## src/rtl/lab2_pkg.sv

```systemverilog
// Shared types and constants for the write-back buffer and its bypass selector.
package lab2_pkg;

  localparam int DEF_DATA_W = 64;
  localparam int DEF_ADDR_W = 5;

  // Register 31 reads as zero, so writes to it are never stored.
  localparam logic [DEF_ADDR_W-1:0] XZR = 5'd31;

  typedef struct packed {
    logic [DEF_ADDR_W-1:0] addr;
    logic [DEF_DATA_W-1:0] data;
  } wb_entry_t;

endpackage

```

## src/rtl/wb_match.sv

```systemverilog
// Youngest-match selector over the occupied FIFO window (head .. head+count-1).
module wb_match
  import lab2_pkg::*;
#(
  parameter int DEPTH  = 4,
  parameter int DATA_W = DEF_DATA_W,
  parameter int ADDR_W = DEF_ADDR_W
) (
  input  wb_entry_t                  entries [DEPTH],
  input  logic [$clog2(DEPTH)-1:0]   head,
  input  logic [$clog2(DEPTH):0]     count,
  input  logic [ADDR_W-1:0]          addr,
  output logic                       hit,
  output logic [DATA_W-1:0]          data
);

  localparam int PTR_W = $clog2(DEPTH);
  localparam int CNT_W = PTR_W + 1;

  logic [PTR_W-1:0] idx;

  // Walk oldest to youngest so a later match overrides an earlier one.
  always_comb begin
    hit  = 1'b0;
    data = '0;
    idx  = '0;
    for (int i = 0; i < DEPTH; i++) begin
      idx = head + PTR_W'(i);
      if ((CNT_W'(i) < count) && (entries[idx].addr == addr) && (addr != XZR)) begin
        hit  = 1'b1;
        data = entries[idx].data;
      end
    end
  end

endmodule

```

## src/rtl/wb_buffer.sv

```systemverilog
// In-order write-back FIFO feeding the register file write port, with two bypass lookups.
module wb_buffer
  import lab2_pkg::*;
#(
  parameter int DEPTH  = 4,
  parameter int DATA_W = DEF_DATA_W,
  parameter int ADDR_W = DEF_ADDR_W
) (
  input  logic                     clk,
  input  logic                     reset,
  input  logic                     in_valid,
  output logic                     in_ready,
  input  logic [ADDR_W-1:0]        in_addr,
  input  logic [DATA_W-1:0]        in_data,
  output logic                     rf_we,
  output logic [ADDR_W-1:0]        rf_waddr,
  output logic [DATA_W-1:0]        rf_wdata,
  input  logic                     rf_busy,
  input  logic [ADDR_W-1:0]        rd_addr1,
  input  logic [ADDR_W-1:0]        rd_addr2,
  output logic                     hit1,
  output logic                     hit2,
  output logic [DATA_W-1:0]        byp_data1,
  output logic [DATA_W-1:0]        byp_data2,
  output logic [$clog2(DEPTH):0]   count
);

  localparam int PTR_W = $clog2(DEPTH);
  localparam int CNT_W = PTR_W + 1;
  localparam logic [CNT_W-1:0] FULL = CNT_W'(DEPTH);

  wb_entry_t        mem_q [DEPTH];
  wb_entry_t        mem_d [DEPTH];
  logic [PTR_W-1:0] head_q, head_d;
  logic [PTR_W-1:0] tail_q, tail_d;
  logic [CNT_W-1:0] count_q, count_d;
  logic [CNT_W-1:0] match_count;
  logic             push, store, pop;

  // Handshake and write port depend only on registered state and reset.
  assign in_ready = !reset && (count_q < FULL);
  assign rf_we    = !reset && (count_q != '0);
  assign rf_waddr = rf_we ? mem_q[head_q].addr : '0;
  assign rf_wdata = rf_we ? mem_q[head_q].data : '0;
  assign count    = count_q;

  assign push  = in_valid && in_ready;
  assign store = push && (in_addr != XZR);
  assign pop   = rf_we && !rf_busy;

  always_comb begin
    mem_d   = mem_q;
    head_d  = head_q;
    tail_d  = tail_q;
    count_d = count_q;
    if (store) begin
      mem_d[tail_q] = '{addr: in_addr, data: in_data};
      tail_d        = tail_q + PTR_W'(1);
    end
    if (pop) begin
      head_d = head_q + PTR_W'(1);
    end
    case ({store, pop})
      2'b10:   count_d = count_q + CNT_W'(1);
      2'b01:   count_d = count_q - CNT_W'(1);
      default: count_d = count_q;
    endcase
  end

  always_ff @(posedge clk) begin
    if (reset) begin
      head_q  <= '0;
      tail_q  <= '0;
      count_q <= '0;
    end else begin
      head_q  <= head_d;
      tail_q  <= tail_d;
      count_q <= count_d;
    end
  end

  // Entry storage carries no reset; occupancy alone decides what is valid.
  always_ff @(posedge clk) begin
    mem_q <= mem_d;
  end

  assign match_count = reset ? '0 : count_q;

  wb_match #(.DEPTH(DEPTH), .DATA_W(DATA_W), .ADDR_W(ADDR_W)) u_match1 (
    .entries (mem_q),
    .head    (head_q),
    .count   (match_count),
    .addr    (rd_addr1),
    .hit     (hit1),
    .data    (byp_data1)
  );

  wb_match #(.DEPTH(DEPTH), .DATA_W(DATA_W), .ADDR_W(ADDR_W)) u_match2 (
    .entries (mem_q),
    .head    (head_q),
    .count   (match_count),
    .addr    (rd_addr2),
    .hit     (hit2),
    .data    (byp_data2)
  );

endmodule

```

## config.mk

```make
export PLATFORM = sky130hd
export DESIGN_NAME = wb_buffer
export DESIGN_NICKNAME = d
export VERILOG_FILES = /design/src/rtl/lab2_pkg.sv /design/src/rtl/wb_match.sv /design/src/rtl/wb_buffer.sv
export SDC_FILE = /design/constraint.sdc
export NUM_CORES = 1
export LEC_CHECK = 0
export ABC_CLOCK_PERIOD_IN_PS = 3640
export BUFFER_PORTS_ARGS = -buffer_cell sky130_fd_sc_hd__buf_2
export CAP_MARGIN = 10
export CORE_MARGIN = 2
export CORE_UTILIZATION = 35
export CTS_CLUSTER_SIZE = 28
export DETAILED_ROUTE_END_ITERATION = 10
export MAX_ROUTING_LAYER = met4
export PLACE_DENSITY = 0.62
export SETUP_SLACK_MARGIN = 0.5
export SYNTH_ARGS = -nofsm -noshare
export SYNTH_HDL_FRONTEND = slang
export SYNTH_SLANG_ARGS = --single-unit
```

## constraint.sdc

```tcl
create_clock -name clk -period 3.64 [get_ports clk]
set_input_delay 0.364 -clock clk [delete_from_list [all_inputs] [get_ports clk]]
set_output_delay 0.364 -clock clk [all_outputs]
set_load 0.005 [all_outputs]
```

* Word-level counts from Yosys, hierarchy flattened
Index checks and enable logic that the tools add are counted.
** Storage, ports and cells
- Bits in registers :: 283
** Operators by class
- Bitwise gates (word level) :: 5
- $lt $le $gt $ge :: 11
- Equal/unequal tests :: 13
- Add/sub/neg operators :: 6
- Multiplexer cells :: 35
- Reduce and logical (&&, ||, !) cells :: 26
** Operators by type and width (count)
- two-way mux 69 bit :: 9
- two-way mux 64 bit :: 9
- binary-select mux 69 bit (select 2 bit) :: 4
- bitwise mux 276 bit :: 1
- demux 69 bit (select 2 bit) :: 1
- equality test 5 bit :: 8
- logical AND 1 bit :: 22
- greater-or-equal comparator 3 bit (second input constant) :: 5
- inequality test 5 bit (second input constant) :: 3
- inverter 2 -> 3 bit :: 5
- two-way mux 1 bit :: 8
- less-than comparator 1 x 3 -> 1 bit (first input constant) :: 2
- less-than comparator 2 x 3 -> 1 bit (first input constant) :: 2
- case mux 3 bit (2 select lines) :: 1
- two-way mux 5 bit :: 1
- adder 2 x 1 -> 2 bit (second input constant) :: 2
- adder 2 bit (second input constant) :: 2
- adder 3 x 1 -> 3 bit (second input constant) :: 1
- less-than comparator 3 x 1 -> 1 bit (second input constant) :: 1
- less-than comparator 3 bit (second input constant) :: 1
- two-way mux 3 bit :: 1
- nonzero test 3 bit :: 1
- subtractor 3 x 1 -> 3 bit (second input constant) :: 1
- equality test 2 x 1 -> 1 bit (second input constant) :: 1
- other kinds (3) :: 4

* Logic depth before layout (Yosys ltp)
Gate-level depths: netlist of run 1.
- Depth in word-level cells :: 11
- Mapped depth :: 12

* By module
Synthesis of run 1 repeated with hierarchy kept, for this count alone.
** Second synthesis, totals
- Cell total of the unflattened synthesis :: 2656
- Area, all modules :: 29266.8 µm²
** By module, submodules not included
- wb_match :: sequential area each 0.0 µm², area an instance 9160.0 µm², cells each 1083, times used 2
- wb_buffer :: sequential area each 8428.1 µm², area an instance 10946.7 µm², cells each 490, times used 1

* Worst setup path after synthesis of run 1
No wires, ideal clock.
- Path type :: input -> register
- From :: in reset
- To :: reg mem_q[0] (netlist bit), enable pin
- Path slack :: 0.371 ns
- Library setup time :: 0.435 ns
- Path buffers :: 1
- Arrival time :: 2.834 ns
- Cell stages on the path :: 5
- Path through :: clkbuf_1 -> nor2_1 -> nand2_1 -> a31oi_1 -> and2_1
** On the way
- Word-level cells in the longest chain between the ends :: 4
** Ends and longest elaborated chain
- from (decl) :: line wb_buffer.sv:10 : input logic reset,
- zero test 1 bit :: line wb_buffer.sv:41 : assign in_ready = !reset && (count_q < FULL);
- logical AND 1 bit :: line wb_buffer.sv:41
- net in_ready :: line wb_buffer.sv:12 : output logic in_ready,
- logical AND 1 bit :: line wb_buffer.sv:47 : assign push = in_valid && in_ready;
- logical AND 1 bit :: line wb_buffer.sv:48 : assign store = push && (in_addr != XZR);
- to (signal assigned) :: line wb_buffer.sv:84 : mem_q <= mem_d;
- to (decl) :: line wb_buffer.sv:32 : wb_entry_t mem_q [DEPTH];
The timed path passes the listed nets, and every way through them passes these cells.
A chain may end at the register's enable or synchronous reset.

* Final worst setup path of run 1
- From :: reg head_q[0]
- To :: out byp_data2[38]
** On the way
- Word-level cells in the longest chain between the ends :: 11
- Elaborated cells on any way between the ends :: 35
- Those cells by class :: add/sub (3); eq/ne (4); mux (16); bitwise (4); reduce/logical (8)
** Ends and longest elaborated chain
- from (decl) :: line wb_buffer.sv:34 : logic [PTR_W-1:0] head_q, head_d;
- from (signal assigned) :: line wb_buffer.sv:72 : head_q <= '0;
- from (signal assigned) :: line wb_buffer.sv:76 : head_q <= head_d;
- adder 2 x 1 -> 2 bit or inverter 2 -> 3 bit (tied branches) :: line wb_match.sv:28, wb_match.sv:29, wb_match.sv:31
- inverter 2 -> 3 bit (not written as such) or binary-select mux 69 bit (select 2 bit) (tied branches) :: line wb_match.sv:29, wb_match.sv:31
- binary-select mux 69 bit (select 2 bit) or two-way mux 69 bit (tied branches) :: line wb_match.sv:29, wb_match.sv:31
- two-way mux 69 bit (on tied branches) :: line wb_match.sv:31, wb_match.sv:29
- two-way mux 69 bit (not written as such) or equality test 5 bit (tied branches) :: line wb_match.sv:31, wb_match.sv:29
- equality test 5 bit or logical AND 1 bit (tied branches) :: line wb_match.sv:29 : if ((CNT_W'(i) < count) && (entries[idx].addr == addr) && (addr != XZR)) begin
- logical AND 1 bit :: line wb_match.sv:29
- logical AND 1 bit or two-way mux 64 bit (tied branches) :: line wb_match.sv:29
- two-way mux 64 bit (2 in series) :: line wb_match.sv:29
- two-way mux 64 bit (*) :: line wb_match.sv:29
- to (decl) :: line wb_buffer.sv:24 : output logic [DATA_W-1:0] byp_data2,
Every way passes the cells marked *; elsewhere a longest branch is shown, timed or not. The select of a mux whose other input is x is not followed.

==> results of run 1 <==
-- final timing paths --
check              start            end  slack (ps)  cells after the start
max            head_q[0]  byp_data2[38]        -140                     10
min          in_data[56]     mem_q[263]          20                      1
max reg2reg     count[2]       count[2]         880                     10
min reg2reg    tail_q[1]      tail_q[1]         570                      2
-- where the power goes --
group / switching, W / internal [W] / total, W / leakage, nW
combinational: 0.000935 / 0.000776 / 0.00171 / 6.99
clock: 0.00146 / 0.00219 / 0.00366 / 0.574
sequential: 0.0000676 / 0.00367 / 0.00374 / 2.56
-- per-layer routing --
metal,track usage,up-vias,part of all wire
li1,-,7801,-
met1,0.301,9709,0.35
met2,0.418,1445,0.48
met3,0.0606,358,0.11
met4,0.128,0,0.058
met5,-,-,0
-- cell usage in the layout, fill, tap and decap left out, drive strengths merged, types with 9 or more instances in the layout --
master / n
buf: 485
edfxtp: 276
mux4: 240
nor3: 161
o21ai: 148
nor2: 107
nand2: 96
a211oi: 84
and3: 73
clkbuf: 64
inv: 60
a31oi: 52
a311oi: 50
xnor2: 36
a21oi: 32
mux2i: 25
dlygate4sd3: 25
mux2: 17
nand3b: 15
diode: 11
nand4: 9
clkinv: 9
-- cell families (layout without fill, tap and decap cells) --
family                     count (synthesis)  after routing
DFF                                      283            283
adders and majority gates                  6              6
xor gates and xnor gates                  41             41
AOI/OAI and AO/OA                        382            382
buffers and inverters                    252            654
other                                      0             11
muxes                                    282            282
and+or+nand+nor                          492            492
-- stage by stage --
step	total power, W	instance area (um2)	TNS, ps
floorplan	0.00469	21000	0
global placement	0.00509	23300	-26.7
detailed placement	0.00513	23300	-1.28
CTS	0.00890	26700	0
global route	0.00937	29000	-9920
finish	0.00911	29000	-3430
-- worst max-delay path, stage by stage (launching register included) --
cell and delay, ps:
dfxtp_4 410, buf_12 130, mux4_2 560, xnor2_1 330, nand4_1 220, or2_4 370, buf_6 150, buf_12 140
o31ai_4 270, a31oi_2 100, buf_2 170
-- layout make-up --
cell class / count / area (um2) / share of cell area
Sequential cell: 283 / 8440 / 0.291
Timing Repair Buffer: 533 / 5150 / 0.177
Tap cell: 773 / 967 / 0.0333
Clock buffer: 45 / 976 / 0.0336
Multi-Input combinational cell: 1203 / 13000 / 0.449
Inverter: 57 / 214 / 0.00737
Antenna cell: 11 / 27.5 / 0.000948
Clock inverter: 19 / 213 / 0.00733
-- registers in the layout (all words and copies together), names as in the netlist --
signal	cells
tail_q	2
count	3
mem_q	276
head_q	2
-- repair_timing --
action / CTS / global route
setup endpoints to repair: 177 / 188
resized for setup: 200 / 310
pin swaps: 100 / 106
gates cloned: 19 / 27
hold buffers: 25 / 0
endpoints found under the hold margin: 96 / 0
setup buffers: 54 / 56
==> reports/metrics.yaml, run 1 <==
finish:
  final_cell_count_no_fill: 2924
  final_nets: 2203
  fin_util: 0.491
  drive_gt1_frac: 0.526
  area_growth_pct: 38.4
  num-fill-cells: 4972
timing:
  fin_crit_ps: 3780
  whs_ps: 19.5
  relSlewSlack: 0.400
  rsz0062_at_grt: "true"
  worst_slew_pin_slew_ps: 895
  max_freq_mhz: 264
  fin_worst_skew_ps: 28.1
  min_period_over_period: 1.04
  hold_viol: 0
  setup_ws_ps: -142
  final_max_slew_viol_count: 0
  finalSetupViolCount: 73
yosys:
  synth_area_um2: 21000
  synth_fa_ha_area_frac: 0.00394
  synth-simple-area-share: 0.118
  synth_commonest_cells: "edfxtp_1 (276), mux4_2 (239), nor3_1 (152)"
  syn_nets: 1827
  synth-compound-area-share: 0.120
  synth_flop_cell: "edfxtp_1"
  yosysSeqAreaShare: 0.402
  postSynth.asyncResetShare: 0
  synth_edf_count: 276
  synth_top_area_frac: 0.395
  postSynthAreaPerCell_um2: 12.1
  synthMuxAreaShare: 0.279
  synth_top_family_by_area: "multiplexers"
  syn_inst: 1738
  yosysTopAreaCell: "edfxtp_1"
  yosysMostFrequentCell: "edfxtp_1"
  yosysWarnings: 0
  synth_xor_area_frac: 0.0189
  synth-seq-cells: 283
  synth.area.top_cells: "edfxtp_1 (40%), mux4_2 (26%), nor3_1 (3.6%), a211oi_1 (2.5%), o21ai_0 (2.2%)"
  netlist-cell-type-count: 60
global_routing:
  grt_pass1_vias: 18527
  grt_overflow_total: 0
  track_usage: 0.258
  grt_max_degree: 132
  antenna_found_initial: 13
  grt_pass1_wl_um: 118000
floorplan:
  core_um2: 59100
  num_rows: 89
  ioPinCount: 287
  initial_core_util: 0.355
  dieHeight_um: 249
  dieArea_um2: 61900
  die_x_um: 249
route:
  drt-wirelength-per-cell_um: 30.4
  avgViaCountPerCell: 6.60
  drt-total-wl_um: 88800
  ant_nets: 0
  drtIter0Drc: 2239
  vias: 19313
  remaining_drc_errors: 0
  drt_first_pass_iters: 5
run:
  cap_viol_max_count: 0
critical_path:
  crit_arrival_ps: 3420
  cp-end-kind: "output pin"
  cp_max_fo: 7
  setup.worst_path.class: "flip-flop to output pin"
  start_kind: "flip-flop"
  cp_data_required_time_ps: 3280
placed_design:
  io_buffers: 286
  dp_hpwl_um: 46000
  gp_congestion: 0.917
  dp_slack_ps: -1.28
  post-place-cells: 2668
clocking:
  cts_tree: "done"
  clk_latency_ps: 570
  htreeDepth: 2
  clockRootBuffer: "clkbuf_16"
  clk_pin_slew_ps: 70
  cts_buffers: 36
  cts_buffer_depth: 3
  clkSinkCount: 283
pwr:
  p_per_area_nw_per_um2: 314
  p_leak_nw: 10.1
  peakVddDrop_v: 0.000356
status:
  violations: "negative setup slack"
  status: "finished with violations"
min_path:
  hold_class: "input port to flip-flop"
No activity file was read; power rests on OpenSTA's default activity.
==> run 2: changes to the inputs <==
- BUFFER_PORTS_ARGS: -buffer_cell sky130_fd_sc_hd__buf_2 -> -buffer_cell sky130_fd_sc_hd__buf_4
- CTS_BUF_LIST: unset -> sky130_fd_sc_hd__clkbuf_4 sky130_fd_sc_hd__clkbuf_8 sky130_fd_sc_hd__clkbuf_16
- REMOVE_ABC_BUFFERS: unset -> 1
==> run 2 against run 1 <==
  * The run still ends with negative setup slack left
  * Maximum frequency fell by 2.9%
  * Clock power fell by 2%
  * Routed wire length rose by 5.8%
  * Sequential share of layout area fell by 1.9 points
  * Non-clock buffer count rose by 55
  * Register-to-register slack improved by 150 ps
  * Critical path type unchanged
==> reports/metrics.yaml, run 2 (synthesized netlist as in run 1, its figures left out) <==
pwr:
  p_leak_nw: 10.6
  p_per_area_nw_per_um2: 298
  peakVddDrop_v: 0.000353
  total_power_w: 0.00925
critical_path:
  setup.worst_path.class: "flip-flop to output pin"
  crit_family: "buffers and inverters"
  critPathMaxStageDelay_ps: 590
  crit_arrival_ps: 3530
  cp_max_fo: 6
  path_buf_inv: 7
  cpMostUsedCell: "buf_12"
  cpMaxStageDelayCell: "mux4_2"
  cp_data_required_time_ps: 3280
  start_kind: "flip-flop"
  cp-end-kind: "output pin"
  crit_chain: "buf_6 > buf_6 > mux4_2 > xnor2_2 > nand4_2 > nor3_4 > buf_12 > buf_12 > buf_12 > buf_16 > a31oi_2 > a211oi_2 > buf_4"
floorplan:
  initial_core_util: 0.355
  dieArea_um2: 61900
  core_um2: 59100
  die_x_um: 249
  num_rows: 89
  ioPinCount: 287
  dieHeight_um: 249
timing:
  rsz0062_at_grt: "true"
  hold_viol: 0
  final_max_slew_viol_count: 0
  worst_slew_pin_slew_ps: 817
  min_period_over_period: 1.07
  fin_crit_ps: 3900
  relSlewSlack: 0.455
  fin_worst_skew_ps: 28.8
  setup_ws_ps: -256
  finalSetupViolCount: 127
  max_freq_mhz: 257
placed_design:
  io_buffers: 286
  dp_slack_ps: -32.7
  post-place-cells: 2676
  gp_congestion: 0.895
  dp_hpwl_um: 46200
route:
  drt_first_pass_iters: 6
  dr_wl_met3_um: 12400
  ant_nets: 0
  drt-met1-wl_um: 32100
  avgViaCountPerCell: 6.76
  drt-total-wl_um: 94000
  top_layer_used: "met4"
  remaining_drc_errors: 0
  drtIter0Drc: 2841
  vias: 20114
  wl_met2_um: 44000
  drt-wirelength-per-cell_um: 31.6
clocking:
  clockRootBuffer: "clkbuf_16"
  cts_buffers: 35
  htreeDepth: 2
  cts_buffer_depth: 3
  clk_latency_ps: 560
  cts_tree: "done"
  clk_pin_slew_ps: 60
  clkSinkCount: 283
finish:
  layout_common_cells: "buf_4 (365), edfxtp_1 (276), mux4_2 (240), nor2_1 (99), nand2_1 (92)"
  area_growth_pct: 47.8
  largest_reg_flops: 276
  regMostFlops: "mem_q"
  final_cell_count_no_fill: 2976
  final_common_cell: "buf_4"
  drive_gt1_frac: 0.565
  final_nets: 2264
global_routing:
  grt_pass1_wl_um: 122000
  grt_pass1_vias: 18667
  grt_max_degree: 129
  track_usage: 0.270
  grt_overflow_total: 0
  antenna_found_initial: 4
min_path:
  hold_class: "input port to flip-flop"
run:
  cap_viol_max_count: 0
status:
  violations: "negative setup slack"
  status: "finished with violations"
[run 2: changes by cell type in the layout (fill, tap and decap cells not counted), sizes merged]
| cell | before | now |
|---|---|---|
| nor2 | 107 | 108 |
| or2 | 4 | 7 |
| clkinvlp | 3 | 5 |
| dlygate4sd3 | 25 | 43 |
| bufbuf | 4 | 2 |
| and2 | 7 | 8 |
| diode | 11 | 5 |
| clkbuf | 64 | 61 |
| buf | 485 | 520 |
| clkinv | 9 | 12 |
| inv | 60 | 58 |
| or4 | 2 | 4 |
[run 2: final cells by class]
class                           instances  area (um2)
Inverter                               57         214
Tap cell                              773         967
Clock buffer                           38         933
Antenna cell                            5        12.5
Clock inverter                         22         225
Multi-Input combinational cell       1210       13700
Fill cell                            4742       28100
Sequential cell                       283        8440
Timing Repair Buffer                  588        6530
[run 2: final timing paths]
check / start / to / slack (ps) / depth (start not counted)
setup reg to reg: count[0] / count[2] / 1030 / 10
hold reg to reg: tail_q[1] / tail_q[1] / 550 / 2
hold / removal: in_data[11] / mem_q[80] / 20 / 1
setup / recovery: head_q[0] / byp_data2[29] / -260 / 13
[run 2: repair_timing]
| item | 4_1_cts | 5_1_grt |
|---|---|---|
| pin swaps | 91 | 122 |
| resized for setup | 237 | 392 |
| buffers inserted | 84 | 54 |
| cloned | 22 | 32 |
| endpoints found under the setup margin | 194 | 184 |
| hold endpoints to repair | 165 | 0 |
| hold buffers | 43 | 0 |
[run 2: where the power goes]
part           internal (W)  switching [W]  leakage (nW)
clock network       0.00213        0.00145         0.560
logic              0.000892        0.00103          7.48
registers           0.00367      0.0000647          2.56
total               0.00670        0.00255          10.6
[run 2: per-layer routing]
layer / up-vias / GRT usage
met5: - / -
met4: 0 / 0.122
met3: 430 / 0.0656
met2: 1815 / 0.423
met1: 9937 / 0.332
li1: 7932 / -
[run 2: metrics by stage]
stage	util	area, um2	hold slack, ps	TNS (ps)
after floorplan	-	20000	433	-2032070
after global placement	0.406	24000	522	0
after detailed placement	0.406	24000	548	-34.0
after CTS	0.474	28100	0.153	-2390
after global routing	0.524	31000	5.45	-21380
final	0.524	31000	17.7	-13770
